File: src/rtl/mem_reg_arbiter_if.sv
// rtl/mem_reg_arbiter_if.sv - requester and register-bank signal bundle for mem_reg_arbiter
interface mem_reg_arbiter_if;
  logic        req0;
  logic        req1;
  logic        we0;
  logic        we1;
  logic [15:0] addr0;
  logic [15:0] addr1;
  logic [15:0] wdata0;
  logic [15:0] wdata1;
  logic        gnt0;
  logic        gnt1;
  logic        ack0;
  logic        ack1;
  logic        err;
  logic [15:0] rdata;
  logic        mem_reg_read;
  logic        mem_reg_write;
  logic [15:0] read_address;
  logic [15:0] write_address;
  logic [15:0] write_data;
  logic [15:0] bank_rdata;

  modport slave (
    input  req0, req1, we0, we1, addr0, addr1, wdata0, wdata1, bank_rdata,
    output gnt0, gnt1, ack0, ack1, err, rdata,
    output mem_reg_read, mem_reg_write, read_address, write_address, write_data
  );

  modport master (
    output req0, req1, we0, we1, addr0, addr1, wdata0, wdata1, bank_rdata,
    input  gnt0, gnt1, ack0, ack1, err, rdata,
    input  mem_reg_read, mem_reg_write, read_address, write_address, write_data
  );
endinterface

File: src/rtl/mem_reg_arbiter.sv
// rtl/mem_reg_arbiter.sv - two-requester round-robin arbiter onto a memory-register bank
// Defining MEM_REG_ARB_FIXED_PRIO_EN makes requester 0 always win ties.
module mem_reg_arbiter #(
  parameter logic [15:0] BASE_ADDR = 16'd32,
  parameter logic [15:0] TOP_ADDR  = 16'd63
) (
  input  logic             clk,
  input  logic             reset,
  mem_reg_arbiter_if.slave bus
);

  typedef enum logic [1:0] {
    IDLE    = 2'd0,
    ACCESS  = 2'd1,
    CAPTURE = 2'd2,
    RESP    = 2'd3
  } state_t;

  state_t      state;
  state_t      state_nxt;

  logic        owner;
  logic        we_q;
  logic        err_q;
  logic [15:0] addr_q;
  logic [15:0] wdata_q;
  logic [15:0] rdata_q;

  logic        any_req;
  logic        sel;
  logic        sel_we;
  logic [15:0] sel_addr;
  logic [15:0] sel_wdata;
  logic        sel_bad;
  logic        take;

  assign any_req = bus.req0 | bus.req1;
  assign take    = (state == IDLE) && any_req;

`ifdef MEM_REG_ARB_FIXED_PRIO_EN
  always_comb begin
    sel = ~bus.req0;
  end
`else
  // last = requester granted most recently; reset value 1 makes requester 0 preferred
  logic last;

  always_comb begin
    sel = bus.req1;
    if (bus.req0 && bus.req1) begin
      sel = ~last;
    end
  end

  always_ff @(posedge clk) begin
    if (reset) begin
      last <= 1'b1;
    end else if (take) begin
      last <= sel;
    end
  end
`endif

  assign sel_we    = sel ? bus.we1    : bus.we0;
  assign sel_addr  = sel ? bus.addr1  : bus.addr0;
  assign sel_wdata = sel ? bus.wdata1 : bus.wdata0;
  assign sel_bad   = (sel_addr < BASE_ADDR) || (sel_addr > TOP_ADDR);

  always_ff @(posedge clk) begin
    if (reset) begin
      state <= IDLE;
    end else begin
      state <= state_nxt;
    end
  end

  always_comb begin
    state_nxt = state;
    unique case (state)
      IDLE:    if (any_req) state_nxt = sel_bad ? RESP : ACCESS;
      ACCESS:  state_nxt = we_q ? RESP : CAPTURE;
      CAPTURE: state_nxt = RESP;
      RESP:    state_nxt = IDLE;
      default: state_nxt = IDLE;
    endcase
  end

  // Transaction context is frozen at the grant so a dropped req cannot disturb it
  always_ff @(posedge clk) begin
    if (reset) begin
      owner   <= 1'b0;
      we_q    <= 1'b0;
      err_q   <= 1'b0;
      addr_q  <= 16'd0;
      wdata_q <= 16'd0;
      rdata_q <= 16'd0;
    end else begin
      if (take) begin
        owner   <= sel;
        we_q    <= sel_we;
        err_q   <= sel_bad;
        addr_q  <= sel_addr;
        wdata_q <= sel_wdata;
      end
      if (state == CAPTURE) begin
        rdata_q <= bus.bank_rdata;
      end
    end
  end

  always_comb begin
    bus.gnt0          = 1'b0;
    bus.gnt1          = 1'b0;
    bus.ack0          = 1'b0;
    bus.ack1          = 1'b0;
    bus.err           = 1'b0;
    bus.mem_reg_read  = 1'b0;
    bus.mem_reg_write = 1'b0;
    if (state != IDLE) begin
      bus.gnt0 = ~owner;
      bus.gnt1 = owner;
    end
    if (state == ACCESS) begin
      bus.mem_reg_read  = ~we_q;
      bus.mem_reg_write = we_q;
    end
    if (state == RESP) begin
      bus.ack0 = ~owner;
      bus.ack1 = owner;
      bus.err  = err_q;
    end
  end

  assign bus.rdata         = rdata_q;
  assign bus.read_address  = addr_q;
  assign bus.write_address = addr_q;
  assign bus.write_data    = wdata_q;

endmodule

File: src/flat_wrapper.sv
// flat-port wrapper written by rule: the top's interface ports become plain ports
module mem_reg_arbiter_flat 
#(
  parameter logic [15:0] BASE_ADDR = 16'd32,
  parameter logic [15:0] TOP_ADDR  = 16'd63
)
  (clk, reset, bus_req0, bus_req1, bus_we0, bus_we1, bus_addr0, bus_addr1, bus_wdata0, bus_wdata1, bus_bank_rdata, bus_gnt0, bus_gnt1, bus_ack0, bus_ack1, bus_err, bus_rdata, bus_mem_reg_read, bus_mem_reg_write, bus_read_address, bus_write_address, bus_write_data);
  mem_reg_arbiter_if bus_i ();
  input  logic clk;
  input  logic reset;
  input wire logic [$bits(bus_i.req0)-1:0] bus_req0;
  input wire logic [$bits(bus_i.req1)-1:0] bus_req1;
  input wire logic [$bits(bus_i.we0)-1:0] bus_we0;
  input wire logic [$bits(bus_i.we1)-1:0] bus_we1;
  input wire logic [$bits(bus_i.addr0)-1:0] bus_addr0;
  input wire logic [$bits(bus_i.addr1)-1:0] bus_addr1;
  input wire logic [$bits(bus_i.wdata0)-1:0] bus_wdata0;
  input wire logic [$bits(bus_i.wdata1)-1:0] bus_wdata1;
  input wire logic [$bits(bus_i.bank_rdata)-1:0] bus_bank_rdata;
  output wire logic [$bits(bus_i.gnt0)-1:0] bus_gnt0;
  output wire logic [$bits(bus_i.gnt1)-1:0] bus_gnt1;
  output wire logic [$bits(bus_i.ack0)-1:0] bus_ack0;
  output wire logic [$bits(bus_i.ack1)-1:0] bus_ack1;
  output wire logic [$bits(bus_i.err)-1:0] bus_err;
  output wire logic [$bits(bus_i.rdata)-1:0] bus_rdata;
  output wire logic [$bits(bus_i.mem_reg_read)-1:0] bus_mem_reg_read;
  output wire logic [$bits(bus_i.mem_reg_write)-1:0] bus_mem_reg_write;
  output wire logic [$bits(bus_i.read_address)-1:0] bus_read_address;
  output wire logic [$bits(bus_i.write_address)-1:0] bus_write_address;
  output wire logic [$bits(bus_i.write_data)-1:0] bus_write_data;
  assign bus_i.req0 = bus_req0;
  assign bus_i.req1 = bus_req1;
  assign bus_i.we0 = bus_we0;
  assign bus_i.we1 = bus_we1;
  assign bus_i.addr0 = bus_addr0;
  assign bus_i.addr1 = bus_addr1;
  assign bus_i.wdata0 = bus_wdata0;
  assign bus_i.wdata1 = bus_wdata1;
  assign bus_i.bank_rdata = bus_bank_rdata;
  assign bus_gnt0 = bus_i.gnt0;
  assign bus_gnt1 = bus_i.gnt1;
  assign bus_ack0 = bus_i.ack0;
  assign bus_ack1 = bus_i.ack1;
  assign bus_err = bus_i.err;
  assign bus_rdata = bus_i.rdata;
  assign bus_mem_reg_read = bus_i.mem_reg_read;
  assign bus_mem_reg_write = bus_i.mem_reg_write;
  assign bus_read_address = bus_i.read_address;
  assign bus_write_address = bus_i.write_address;
  assign bus_write_data = bus_i.write_data;
  mem_reg_arbiter #(.BASE_ADDR(BASE_ADDR), .TOP_ADDR(TOP_ADDR)) u_core (.clk(clk), .reset(reset), .bus(bus_i));
endmodule
File: config.mk
export PLATFORM = sky130hd
export DESIGN_NAME = mem_reg_arbiter_flat
export DESIGN_NICKNAME = d
export VERILOG_FILES = /design/src/rtl/mem_reg_arbiter_if.sv /design/src/rtl/mem_reg_arbiter.sv /design/src/flat_wrapper.sv
export SDC_FILE = /design/constraint.sdc
export NUM_CORES = 1
export LEC_CHECK = 0
export ABC_AREA = 1
export CORE_MARGIN = 2
export CORE_UTILIZATION = 48
export CTS_BUF_LIST = sky130_fd_sc_hd__clkbuf_4
export CTS_CLUSTER_SIZE = 8
export DETAILED_ROUTE_END_ITERATION = 6
export DONT_BUFFER_PORTS = 1
export PLACE_DENSITY = 0.68
export SYNTH_ARGS = -nofsm -noshare
export SYNTH_HDL_FRONTEND = slang
export SYNTH_SLANG_ARGS = --single-unit
File: constraint.sdc
create_clock -name clk -period 4 [get_ports clk]
set_clock_uncertainty 0.2 [all_clocks]
set_input_delay 0.8 -clock clk [delete_from_list [all_inputs] [get_ports clk]]
set_output_delay 0.8 -clock clk [all_outputs]
set_load 0.01 [all_outputs]
==> run summary <==
Outcome = complete, no violations
Power per Cell Area = 643.9 nW/um^2
Critical Path AT = 2.51 ns
Register area share after synthesis = 43.22%
CP max FO = 43
Buffers & Inverters on Critical Path = 3
Critical Path Start Type = flip-flop
Postcts setup bufs = 0
DRC viols = 0
Crit share post-route = 60.29%
Post-cts hold buffer count = 0
Inserted Diodes = 0
Max Slew Vio Count = 0
Post-DRT Antenna Nets = 0
Met2 Usage GRT = 34.55%
Critical path's slowest cell = a21oi_4
Vias in the first global route = 2044
Nets = 411
Worst vdd ir = 0.2608 mV
Initial antenna violation count = 0
Most common cell after layout, fill and taps aside = nand2_1
Endpoints failing setup = 0
Number of flops mapped to enable cells by yosys = 0
Crit-path cells = inv_1 -> ha_1 -> inv_2 -> a21oi_4 -> buf_4 -> o21ai_0 -> a31oi_1
Post-CTS sizing = 0
Clock Path Buffers = 2
CP endpoint kind = flip-flop
TNS Setup = 0 ns
CP max stage delay = 0.69 ns
Overflow after GRT = 0
Root buffer cell = clkbuf_4
FILL cells = 529
WS Path Type = flip-flop to flip-flop
GR met3 Demand/Resource = 6.635%
Fraction of layout cells with a size suffix above 1 = 5.280%
Pleak = 1.106 nW
Initial Utilization = 49.29%
Synth warn = 0
DR vias/cell = 5.355
Core area = 5075 um^2
Syn nets = 438
Crit path time final = 2.412 ns
Most frequent cells in the layout = 80 x nand2_1, 54 x dfxtp_1, 49 x o21ai_0
H-tree levels = 2
Largest net degree at the start of global routing = 44
Post-Syn Area = 2501 um^2
Synth Instances = 348
Final HPWL DP = 3.996 mm
Port bufs = 0
Clock sink count = 54
Area growth syn-to-layout = -2.151%
Wirelength per Cell = 14.65 um
Max Cap Violations = 0
CTS buffer count = 5
Core Rows = 26
Least-Margin Pin Slew = 0.9528 ns
First-pass GRT wire length = 9.273 mm
Busiest layer in global routing = met2
Worst Hold Class = input port to flip-flop
Worst skew pair latency = 0.37 ns
Max_slew headroom = 36.41%
Routing usage on met1 = 21.48%
Pre-antenna DRT Iters = 4
Required time worst endpoint = 4.10 ns
Via Count = 2099
Die X = 76.19 um
Iteration-0 DRC Markers = 72
Largest cells by area after synthesis = dfxtp_1 43%, nand2_1 12%, o21ai_0 9.8%, nor2_1 6.0%, buf_4 5.7%
Syn_area_per_cell = 7.187 um^2
Cell taking the most area after synthesis = dfxtp_1
Final Hold Viols = 0
Clk slew on worst S/H paths = 0.15 ns
Synth Flop Type = dfxtp_1
Top Ports = 157
Die Footprint = 5804 um^2
Global Route Usage Sum = 19.32%
Flops & latches, synth = 54
Util after Layout = 48.22%
Top delay family on crit path = compound AO/OA/AOI/OAI gates
Yosys top cell area share = 43.22%
Die Y = 76.19 um
CTS tree = done
RSZ-0062 raised after global routing = no
Final Power = 0.001576 W
Ys async rst share = 0%
Cell variety after synth = 19
Routed wire length = 5.743 mm
Fmax = 414.7 MHz
RePlAce Congestion = 0.7364
R2R setup slack = 1.59 ns
-- final timing paths --
| kind | end | from | depth (start not counted) |
|---|---|---|---|
| hold / removal | u_core.err_q | reset | 1 |
| hold reg to reg | u_core.err_q | u_core.err_q | 2 |
| setup / recovery | u_core.bus.write_data[8] | u_core.state[1] | 7 |
| setup reg to reg | u_core.bus.write_data[8] | u_core.state[1] | 7 |
-- Yosys cell counts, types with 3 or more instances --
| cell | number |
|---|---|
| nand3_1 | 4 |
| nor2_1 | 40 |
| dfxtp_1 | 54 |
| a31oi_1 | 22 |
| o21ai_1 | 3 |
| a21oi_1 | 15 |
| buf_4 | 19 |
| clkbuf_1 | 7 |
| o21ai_0 | 49 |
| inv_1 | 25 |
| buf_2 | 10 |
| nand3b_1 | 9 |
| nand2_1 | 80 |
| inv_2 | 3 |
| ha_1 | 4 |
-- per-stage QoR --
step | hold slack [ns] | instance area, um^2 | setup WS, ns | instances
after global placement | 0.2550 | 2389 | 1.399 | 384
after global routing | 0.2480 | 2447 | 1.297 | 392
after CTS | 0.2564 | 2447 | 1.548 | 392
final | 0.2707 | 2447 | 1.588 | 392
after detailed placement | 0.2570 | 2389 | 1.306 | 384
after floorplan | 0.2287 | 2501 | 2.119 | 348
-- worst register-to-register path, cell delays in order, from the launching register on --
cell and delay (ns):
dfxtp_1 0.36, inv_1 0.11, ha_1 0.28, inv_2 0.09, a21oi_4 0.69, buf_4 0.32, o21ai_0 0.10, a31oi_1 0.19
-- registers in the layout, indices dropped and copies added, names as in the netlist --
register / cells
u_core.we_q: 1
u_core.bus.rdata: 16
u_core.state: 2
u_core.bus.write_data: 16
u_core.bus.read_address: 16
u_core.err_q: 1
u_core.owner: 1
u_core.last: 1
-- report_power, final --
group | internal (W) | switching [W] | leakage, nW
combinational | 0.000139 | 0.000283 | 0.623
sequential | 0.000699 | 0.000208 | 0.447
clock | 0.0000765 | 0.000171 | 0.0356
total | 0.000914 | 0.000662 | 1.11
-- final cells by class --
type	count	area, um^2	area share (%)
Sequential cell	54	1081	44.17
Inverter	28	105.1	4.294
Clock buffer	6	45.04	1.840
Clock inverter	2	13.76	0.5624
Tap cell	70	87.58	3.579
Multi-Input combinational cell	229	1092	44.63
Timing Repair Buffer	3	22.52	0.9202
-- kinds of logic after synthesis --
family / Yosys count / synth area share, %
adder cells (fa/ha/maj): 4 / 2.001
AND/OR/NAND/NOR: 134 / 21.76
AO/OA/AOI/OAI: 91 / 19.61
flip-flops: 54 / 43.22
buffers and inverters: 65 / 13.41
-- per-layer routing --
metal / up-vias / wire (um)
met5: - / 0
met4: 0 / 84
met3: 8 / 438
met2: 97 / 2777
met1: 934 / 2442
li1: 1060 / -
Power figures use the tool's default switching activity.
